--- src/rtl/pipelined_add_sub.sv ---
// Pipelined two's-complement adder/subtractor: one CHUNK-bit slice resolved per stage,
// carry registered between stages, valid/ready handshake with whole-pipe stall.
module pipelined_add_sub #(
    parameter int unsigned WIDTH = 16,
    parameter int unsigned CHUNK = 4
) (
    input  logic             Clk,
    input  logic             Reset_n,
    input  logic             in_valid,
    output logic             in_ready,
    input  logic [WIDTH-1:0] A,
    input  logic [WIDTH-1:0] B,
    input  logic             sub,
    input  logic             c_in,
    output logic             out_valid,
    input  logic             out_ready,
    output logic [WIDTH-1:0] S,
    output logic             c_out,
    output logic             ovf,
    output logic             zero
);

    localparam int unsigned STAGES = WIDTH / CHUNK;
    localparam int unsigned LAST   = STAGES - 1;
    localparam int unsigned MSB    = WIDTH - 1;
    localparam int unsigned CW     = CHUNK + 1;

    // The pipe either moves as a whole or holds as a whole.
    logic advance;
    assign advance  = !out_valid || out_ready;
    assign in_ready = advance;

    for (genvar k = 0; k < STAGES; k++) begin : g_stage
        logic [WIDTH-1:0] a_src;
        logic [WIDTH-1:0] b_src;
        logic [WIDTH-1:0] s_src;
        logic             c_src;
        logic             v_src;
        logic [CW-1:0]    slice;
        logic [WIDTH-1:0] s_nxt;
        logic [WIDTH-1:0] a_q;
        logic [WIDTH-1:0] b_q;
        logic [WIDTH-1:0] s_q;
        logic             c_q;
        logic             v_q;

        // Stage 0 takes operands directly; B is inverted and carry forced to 1 for subtract.
        if (k == 0) begin : g_head
            assign a_src = A;
            assign b_src = sub ? ~B : B;
            assign s_src = '0;
            assign c_src = sub | c_in;
            assign v_src = in_valid;
        end else begin : g_link
            assign a_src = g_stage[k-1].a_q;
            assign b_src = g_stage[k-1].b_q;
            assign s_src = g_stage[k-1].s_q;
            assign c_src = g_stage[k-1].c_q;
            assign v_src = g_stage[k-1].v_q;
        end

        assign slice = CW'(a_src[k*CHUNK +: CHUNK]) + CW'(b_src[k*CHUNK +: CHUNK]) + CW'(c_src);

        always_comb begin
            s_nxt                    = s_src;
            s_nxt[k*CHUNK +: CHUNK]  = slice[CHUNK-1:0];
        end

        always_ff @(posedge Clk or negedge Reset_n) begin
            if (!Reset_n) begin
                a_q <= '0;
                b_q <= '0;
                s_q <= '0;
                c_q <= 1'b0;
                v_q <= 1'b0;
            end else if (advance) begin
                a_q <= a_src;
                b_q <= b_src;
                s_q <= s_nxt;
                c_q <= slice[CHUNK];
                v_q <= v_src;
            end
        end
    end

    // Flags are formed from the final-stage inputs so they register alongside S.
    logic [WIDTH-1:0] s_fin;
    logic             a_msb;
    logic             b_msb;
    logic             ovf_q;
    logic             zero_q;

    assign s_fin = g_stage[LAST].s_nxt;
    assign a_msb = g_stage[LAST].a_src[MSB];
    assign b_msb = g_stage[LAST].b_src[MSB];

    always_ff @(posedge Clk or negedge Reset_n) begin
        if (!Reset_n) begin
            ovf_q  <= 1'b0;
            zero_q <= 1'b0;
        end else if (advance) begin
            ovf_q  <= (a_msb == b_msb) && (s_fin[MSB] != a_msb);
            zero_q <= ~|s_fin;
        end
    end

    assign S         = g_stage[LAST].s_q;
    assign c_out     = g_stage[LAST].c_q;
    assign out_valid = g_stage[LAST].v_q;
    assign ovf       = ovf_q;
    assign zero      = zero_q;

endmodule

--- config.mk ---
export PLATFORM = sky130hd
export DESIGN_NAME = pipelined_add_sub
export DESIGN_NICKNAME = d
export VERILOG_FILES = /design/src/rtl/pipelined_add_sub.sv
export SDC_FILE = /design/constraint.sdc
export NUM_CORES = 1
export LEC_CHECK = 0
export ABC_AREA = 0
export CORE_UTILIZATION = 59
export CTS_CLUSTER_DIAMETER = 150
export DETAILED_ROUTE_END_ITERATION = 6
export PLACE_DENSITY = 0.85
export SYNTH_ARGS = -nofsm -noshare
export SYNTH_HDL_FRONTEND = slang
export SYNTH_SLANG_ARGS = --single-unit
--- constraint.sdc ---
create_clock -name Clk -period 3.6 [get_ports Clk]
set_clock_uncertainty 0.1 [all_clocks]
set_input_delay 0.36 -clock Clk [delete_from_list [all_inputs] [get_ports Clk]]
set_output_delay 0.36 -clock Clk [all_outputs]
set_load 0.02 [all_outputs]
# [Yosys cells after proc, flatten, opt, wreduce, memory -nomap -nowiden]
# Index checks and enable logic that the tools add are counted.
[totals] ff_bits=146 output_inout_bits=21 word_cells=38
[op_classes] addsub=8 eq_ne=2 mux=1 n_bitwise=2 n_reduce_logical=5
[ops] cell="$add A4 B4 Y5" count=4
[ops] cell="$add A5 B1 Y5" count=4
[ops] cell="$mux W16" count=1
[ops] cell="$not A16 Y16" count=1
[ops] cell="$reduce_or A16 Y1" count=1
[ops] cell="$logic_not A1 Y1" count=2
[ops] cell="$eq A1 B1 Y1" count=1
[ops] cell="$logic_and A1 B1 Y1" count=1
[ops] cell="$logic_or A1 B1 Y1" count=1
[ops] cell="$ne A1 B1 Y1" count=1
[ops] cell="$or A1 B1 Y1" count=1

# [Depth between registers and ports, before layout]
# Gate-level depths: netlist of the first run.
[logic_depth] word_depth=4 depth_mapped=8 mapped_depth_nobuf=6

# [Worst setup path after synthesis of the first run]
# OpenSTA, ideal clock, no wires.
[synth_path] path_type="input port to flip-flop" startpoint="input port sub" endpoint="register g_stage[0].c_q" setup_time_ns=0.148 t_arrival_ns=2.168 t_required_ns=3.352 path_slack_ns=1.184 stages=8 n_path_buf=2 cell_sequence="buf_2 > buf_4 > or2_2 > fa_1 > fa_1 > a21o_1 > a21oi_1 > a21oi_1"
[synth_between] elab_chain_cells=3
[synth_rtl] element="start: declaration" line="13" text="input logic sub,"
[synth_rtl] element="$mux W16" line="50" text="assign b_src = sub ? ~B : B;"
[synth_rtl] element="$add A4 B4 Y5" line="62" text="assign slice = CW'(a_src[k*CHUNK +: CHUNK]) + CW'(b_src[k*CHUNK +: CHUNK]) + CW'(c_src);"
[synth_rtl] element="$add A5 B1 Y5 (*)" line="62"
[synth_rtl] element="end signal: assignment" line="80" text="c_q <= slice[CHUNK];"
[synth_rtl] element="end: declaration" line="44" text="logic c_q;"
# Mark *: on every way between the ends. The rest lies on a longest branch, timed or not.
# A chain may end at the register's enable or synchronous reset.

# [Worst setup path in the final report of the first run]
# Same ends and word-level chain as after synthesis.

==> impl_metrics.toml, run 1 <==
[cts]
cts-root-buf = "clkbuf_8"
cts_tree = "built"
cts.sinks = 98
htreeDepth = 3
cts_resized = 0
cts.clk_slew.worst_paths_ps = 100
cts_buffers = 9
clock_path_buffers = 2
post_cts_buffers = 0
worst_skew_pair.late_latency_ps = 360

[logic_synthesis]
ys_warn_count = 0
synth_edf_count = 0
synth.top_cell.area_share = 0.570
synth_area_leaders = "dfrtp_1 (57%), nand2_1 (20%), fa_1 (3.7%)"
synth_ff_type = "dfrtp_1"
synth-seq-area-share = 0.570
synth_commonest_cells = "nand2_1 (226), dfrtp_1 (98), o21ai_1 (20), buf_2 (16), xnor2_1 (15)"
ys_ff_latch = 98
syn_area_mm2 = 0.00431
synth_cells = 457
syn_nets = 515
synthArstFlopShare = 1.00
yosysMostFrequentCell = "nand2_1"
synth_top_area_cell = "dfrtp_1"
ys_types = 28
syn_area_per_cell_um2 = 9.42

[placed_design]
place_ws_ps = 932
post-dp-hpwl_mm = 5.13
gp_congestion = 0.797
portBuffers = 58

[route]
dr.pass1.iters = 4
drt-initial-drc-count = 232
postRouteAntennaNets = 0
wl_mm = 7.70
drc = 0
via_count = 3032
wl_per_cell_um = 12.6
via_per_inst = 4.97

[sta]
period_share = 0.632
relSlewSlack = 0.308
setup_viol = 0
fmax_mhz = 440
worst_pin_slew_ps = 1040
finalMaxSlewViolations = 0
rsz0062_at_grt = "false"
tns_ps = 0
period_minus_slack_ps = 2270
fin_ws_ps = 1330
hold_viol = 0

[global_route]
grt_pass1_wl_mm = 13.3
track_usage = 0.231
grt_overflow = 0
first_global_vias = 2905
antenna_found_initial = 0
grt_max_degree = 111

[setup_path]
crit_arrival_ps = 2390
cp-end-kind = "flip-flop"
path_cells = "clkdlybuf4s50_1 > or2_2 > fa_1 > fa_1 > a21o_1 > a21oi_1 > a21oi_1"
r2r_cells = 5
startpoint = "sub"
reg2reg_setup_slack_ps = 1470
worst-path-buf-inv = 1
critical_path_required_ps = 3710
critPathKind = "primary input to flip-flop"
crit_fanout = 3
cp-start-kind = "primary input"
cp_slowest_cell = "clkdlybuf4s50_1"
crit_family = "adder cells"
r2r_end = "zero"
slowest_delay_ps = 470
r2r-start = "g_stage[2].a_q[12]"

[layout]
area_delta_synth_final_pct = 19.0
n_antenna_cell = 0
seq_area_mm2 = 0.00245
fillers = 518
fin_nets = 567
multi_input_area_mm2 = 0.00172
drive_above_1_share = 0.0545

[floorplan]
die_area_mm2 = 0.00764
die_w_um = 87.4
fp.dieH_um = 87.4
fp-row-count = 30
io_pins = 59
initial_core_util = 0.623
core_area_mm2 = 0.00691

[pwr]
leakage_uw = 0.00255
p_per_area_mw_per_mm2 = 820
vdd_drop_max_mv = 0.503

[worst_hold_path]
hold_end = "S[10]"
hold_class = "flip-flop to flip-flop"
holdCritStartpoint = "S[10]"
hold_depth = 2

[outcome]
status = "finished, final reports clean"

[job]
cap_violations = 0
==> worst max path at each step <==
stage | end | slack (ps) | depth (start not counted)
2_1_floorplan | g_stage[0].c_q | 1180 | 8
3_3_place_gp | g_stage[0].c_q | 990 | 7
3_5_place_dp | g_stage[0].c_q | 930 | 7
4_1_cts | g_stage[0].c_q | 1330 | 7
6_report | g_stage[0].c_q | 1330 | 7
5_1_grt | g_stage[0].s_q[3] | 1230 | 8
==> metrics by stage <==
step	power [µW]	utilization	hold slack [ps]	cells	cell area, µm²
finish	4200	0.742	369	610	5120
global route	4530	0.742	392	610	5120
CTS	4240	0.742	375	610	5120
detailed placement	3550	0.714	354	593	4930
global placement	3460	0.714	346	593	4930
floorplan	3010	-	-35.6	457	4310
==> kinds of logic (layout without fill, tap and decap cells) <==
logic type | Yosys count | in the layout | synth area share
flops | 98 | 98 | 0.570
xor+xnor | 24 | 24 | 0.0488
fa+ha+maj | 20 | 20 | 0.0721
buf+inv | 28 | 85 | 0.0317
compound gates | 45 | 45 | 0.0584
simple gates | 242 | 242 | 0.219
==> power by group <==
| part | internal [µW] | switching, µW |
|---|---|---|
| registers | 1580 | 299 |
| logic | 724 | 931 |
| clock network | 263 | 399 |
| total | 2570 | 1630 |
==> cells in the final DEF, fill, tap and decap left out, types with 3 or more instances in the layout <==
cell | synthesis | final
dfrtp_1 | 98 | 98
buf_4 | 1 | 6
nand2_1 | 226 | 226
o21ai_0 | 3 | 3
o21ai_1 | 20 | 20
fa_1 | 8 | 8
nor2_1 | 7 | 7
clkbuf_8 | 0 | 9
xnor2_1 | 15 | 15
xor2_1 | 9 | 9
a21o_1 | 7 | 7
inv_1 | 4 | 4
ha_1 | 12 | 12
clkdlybuf4s50_1 | 0 | 57
a21oi_1 | 13 | 13
==> repair_timing <==
action	in CTS	in global routing
setup endpoints to repair	0	0
hold buffers	1	0
hold endpoints to repair	56	0
==> routing by layer <==
layer | vias to the layer above | track usage | part of all wire
met3 | 14 | 0.0303 | 0.029
met5 | - | 0 | 0
met2 | 65 | 0.367 | 0.49
met1 | 1415 | 0.315 | 0.46
met4 | 0 | 0.112 | 0.023
li1 | 1538 | - | -
==> registers in the layout, indices dropped and copies added, names as in the netlist <==
name	count
ovf	1
zero	1
g_stage.a_q	24
g_stage.b_q	24
c_out	1
g_stage.s_q	24
out_valid	1
S	16
g_stage.c_q	3
g_stage.v_q	3
==> final cells by class <==
| type | count | share of cell area |
|---|---|---|
| Clock buffer | 9 | 0.0242 |
| Clock inverter | 7 | 0.0120 |
| Multi-Input combinational cell | 331 | 0.336 |
| Sequential cell | 98 | 0.479 |
| Tap cell | 96 | 0.0234 |
| Inverter | 5 | 0.00366 |
| Timing Repair Buffer | 64 | 0.122 |
==> worst min-delay path, delay by kind of cell, from the launching register on <==
kind / cells / cell delay [ps]
and+or+nand+nor: 2 / 90
DFF: 1 / 350
Note: power is estimated with default switching activity, not from simulation.
==> run 2, diff against run 1 <==
Settings changed: CORE_UTILIZATION 59 to 49, PLACE_DENSITY 0.85 to 0.75.
Clock period 3.6 ns to 1.95 ns, I/O delays scaled along.
==> run 2 against run 1 <==
The run now ends with setup timing left. Die area rose by 20%. Setup slack got worse by 1400 ps. Flip-flop and latch count did not move. Non-clock buffer count rose by 8. Count of clock-buffer cells in the layout did not move. Hold slack got worse by 120 ps. Final cell count rose by 2.8%. Critical path type is now flip-flop to flip-flop.
==> impl_metrics.toml, run 2 (synthesis gave the netlist of run 1 again) <==
[outcome]
status = "finished with violations"
violations = "setup timing"

[sta]
fmax_mhz = 503
finalMaxSlewViolations = 0
period_share = 1.02
tns_ps = -37.9
relSlewSlack = 0.613
setup_viol = 1
rsz0062_at_grt = "true"
fin_ws_ps = -37.9
period_minus_slack_ps = 1990
worst_pin_slew_ps = 580
hold_viol = 0

[placed_design]
gp_congestion = 0.810
portBuffers = 58
post-dp-hpwl_mm = 5.32
dp_cells = 608

[layout]
fin_nets = 575
n_antenna_cell = 0
final_util = 0.636
area_delta_synth_final_pct = 23.1
drive_above_1_share = 0.0824
finalNonFillerCells = 627
layout_commonest_cell = "nand2_1"
largestRegisters = "g_stage.a_q x24, g_stage.b_q x24, g_stage.s_q x24"
mostFrequentLayoutCells = "nand2_1 (226), dfrtp_1 (98), clkdlybuf4s50_1 (56), o21ai_1 (20), xnor2_1 (14)"

[floorplan]
die_area_mm2 = 0.00917
core_area_mm2 = 0.00834
io_pins = 59
initial_core_util = 0.516
fp-row-count = 33
die_w_um = 95.7
fp.dieH_um = 95.7

[route]
dr.pass1.iters = 4
postRouteAntennaNets = 0
via_count = 2999
drc = 0
via_per_inst = 4.78
wl_mm = 7.70
wl_per_cell_um = 12.3
drt-initial-drc-count = 113

[global_route]
grt_max_degree = 86
grt_pass1_wl_mm = 13.2
first_global_vias = 2978
track_usage = 0.189
grt_overflow = 0
antenna_found_initial = 0

[pwr]
p_comb_frac = 0.398
p_sw_frac = 0.374
power.switching_uw = 2990
p_per_area_mw_per_mm2 = 1510
p_int_uw = 5000
clkPwrFrac = 0.169
vdd_drop_max_mv = 0.703
leakage_uw = 0.00263
seq_power_share = 0.433

[setup_path]
critPathKind = "flip-flop to flip-flop"
startpoint = "g_stage[2].c_q"
r2r-start = "g_stage[2].c_q"
cp-end-kind = "flip-flop"
cp-start-kind = "flip-flop"
crit_arrival_ps = 2140
critical_path_required_ps = 2100
crit_fanout = 2

[cts]
cts-root-buf = "clkbuf_8"
worst_skew_pair.late_latency_ps = 360
cts_buffers = 9
clock_path_buffers = 2
htreeDepth = 3
cts_tree = "built"
cts.sinks = 98
cts.clk_slew.worst_paths_ps = 100

[worst_hold_path]
hold_class = "primary input to flip-flop"
holdCritStartpoint = "in_valid"

[job]
cap_violations = 0
run 2: power groups by stage:
stage	Combinational, µW	Clock (µW)	Sequential, µW
2_1_floorplan	1950	0	3620
3_3_place_gp	3060	0	3470
3_5_place_dp	3160	0	3510
4_1_cts	3200	1390	3470
5_1_grt	3600	1470	3590
6_report	3180	1350	3460
run 2: routing by layer:
layer,up-vias,GRT usage,part of all wire
li1,1556,-,-
met1,1377,0.252,0.47
met2,55,0.310,0.48
met3,11,0.0363,0.031
met4,0,0.0659,0.015
met5,-,0,0
run 2: repair_timing:
| action | 4_1_cts | 5_1_grt |
|---|---|---|
| endpoints found under the setup margin | 6 | 6 |
| endpoints found under the hold margin | 41 | 0 |
| hold buffers | 1 | 0 |
| buffers inserted | 1 | 1 |
| pin swaps | 0 | 1 |
| gates resized for setup | 4 | 2 |
run 2: final cells by class:
class | instances | area [µm²]
clock inverter | 7 | 85.1
inverter | 5 | 18.8
multi-input combinational | 331 | 1750
clock buffer | 9 | 124
fill | 684 | 3040
tap | 105 | 131
sequential | 98 | 2450
timing repair buffer | 72 | 742
run 2: path summary, 6_finish.rpt:
kind,slack (ps),cells past startpoint,end
max in group asynchronous,910,3,g_stage[1].b_q[8]
worst max-delay path,-40,5,zero
worst min register to register,370,2,S[1]
worst max register to register,-40,5,zero
min in group asynchronous,280,2,c_out
worst min-delay path,250,3,g_stage[0].v_q
run 2: per-stage QoR:
stage / power [µW] / hold WS (ps) / instance area, µm² / worst slack (ps)
3_3_place_gp: 6530 / 130 / 5050 / -406
5_1_grt: 8660 / 244 / 5300 / -92.2
3_5_place_dp: 6680 / 129 / 5050 / -466
2_1_floorplan: 5570 / -201 / 4340 / -122
6_report: 7990 / 253 / 5300 / -37.9
4_1_cts: 8060 / 250 / 5280 / -42.7
run 2: critical path, stage by stage, from the launching register on:
cell     delay [ps]
dfrtp_1         410
fa_2            410
fa_2            560
nor4_1           40
and3_1          140
a32o_2          230
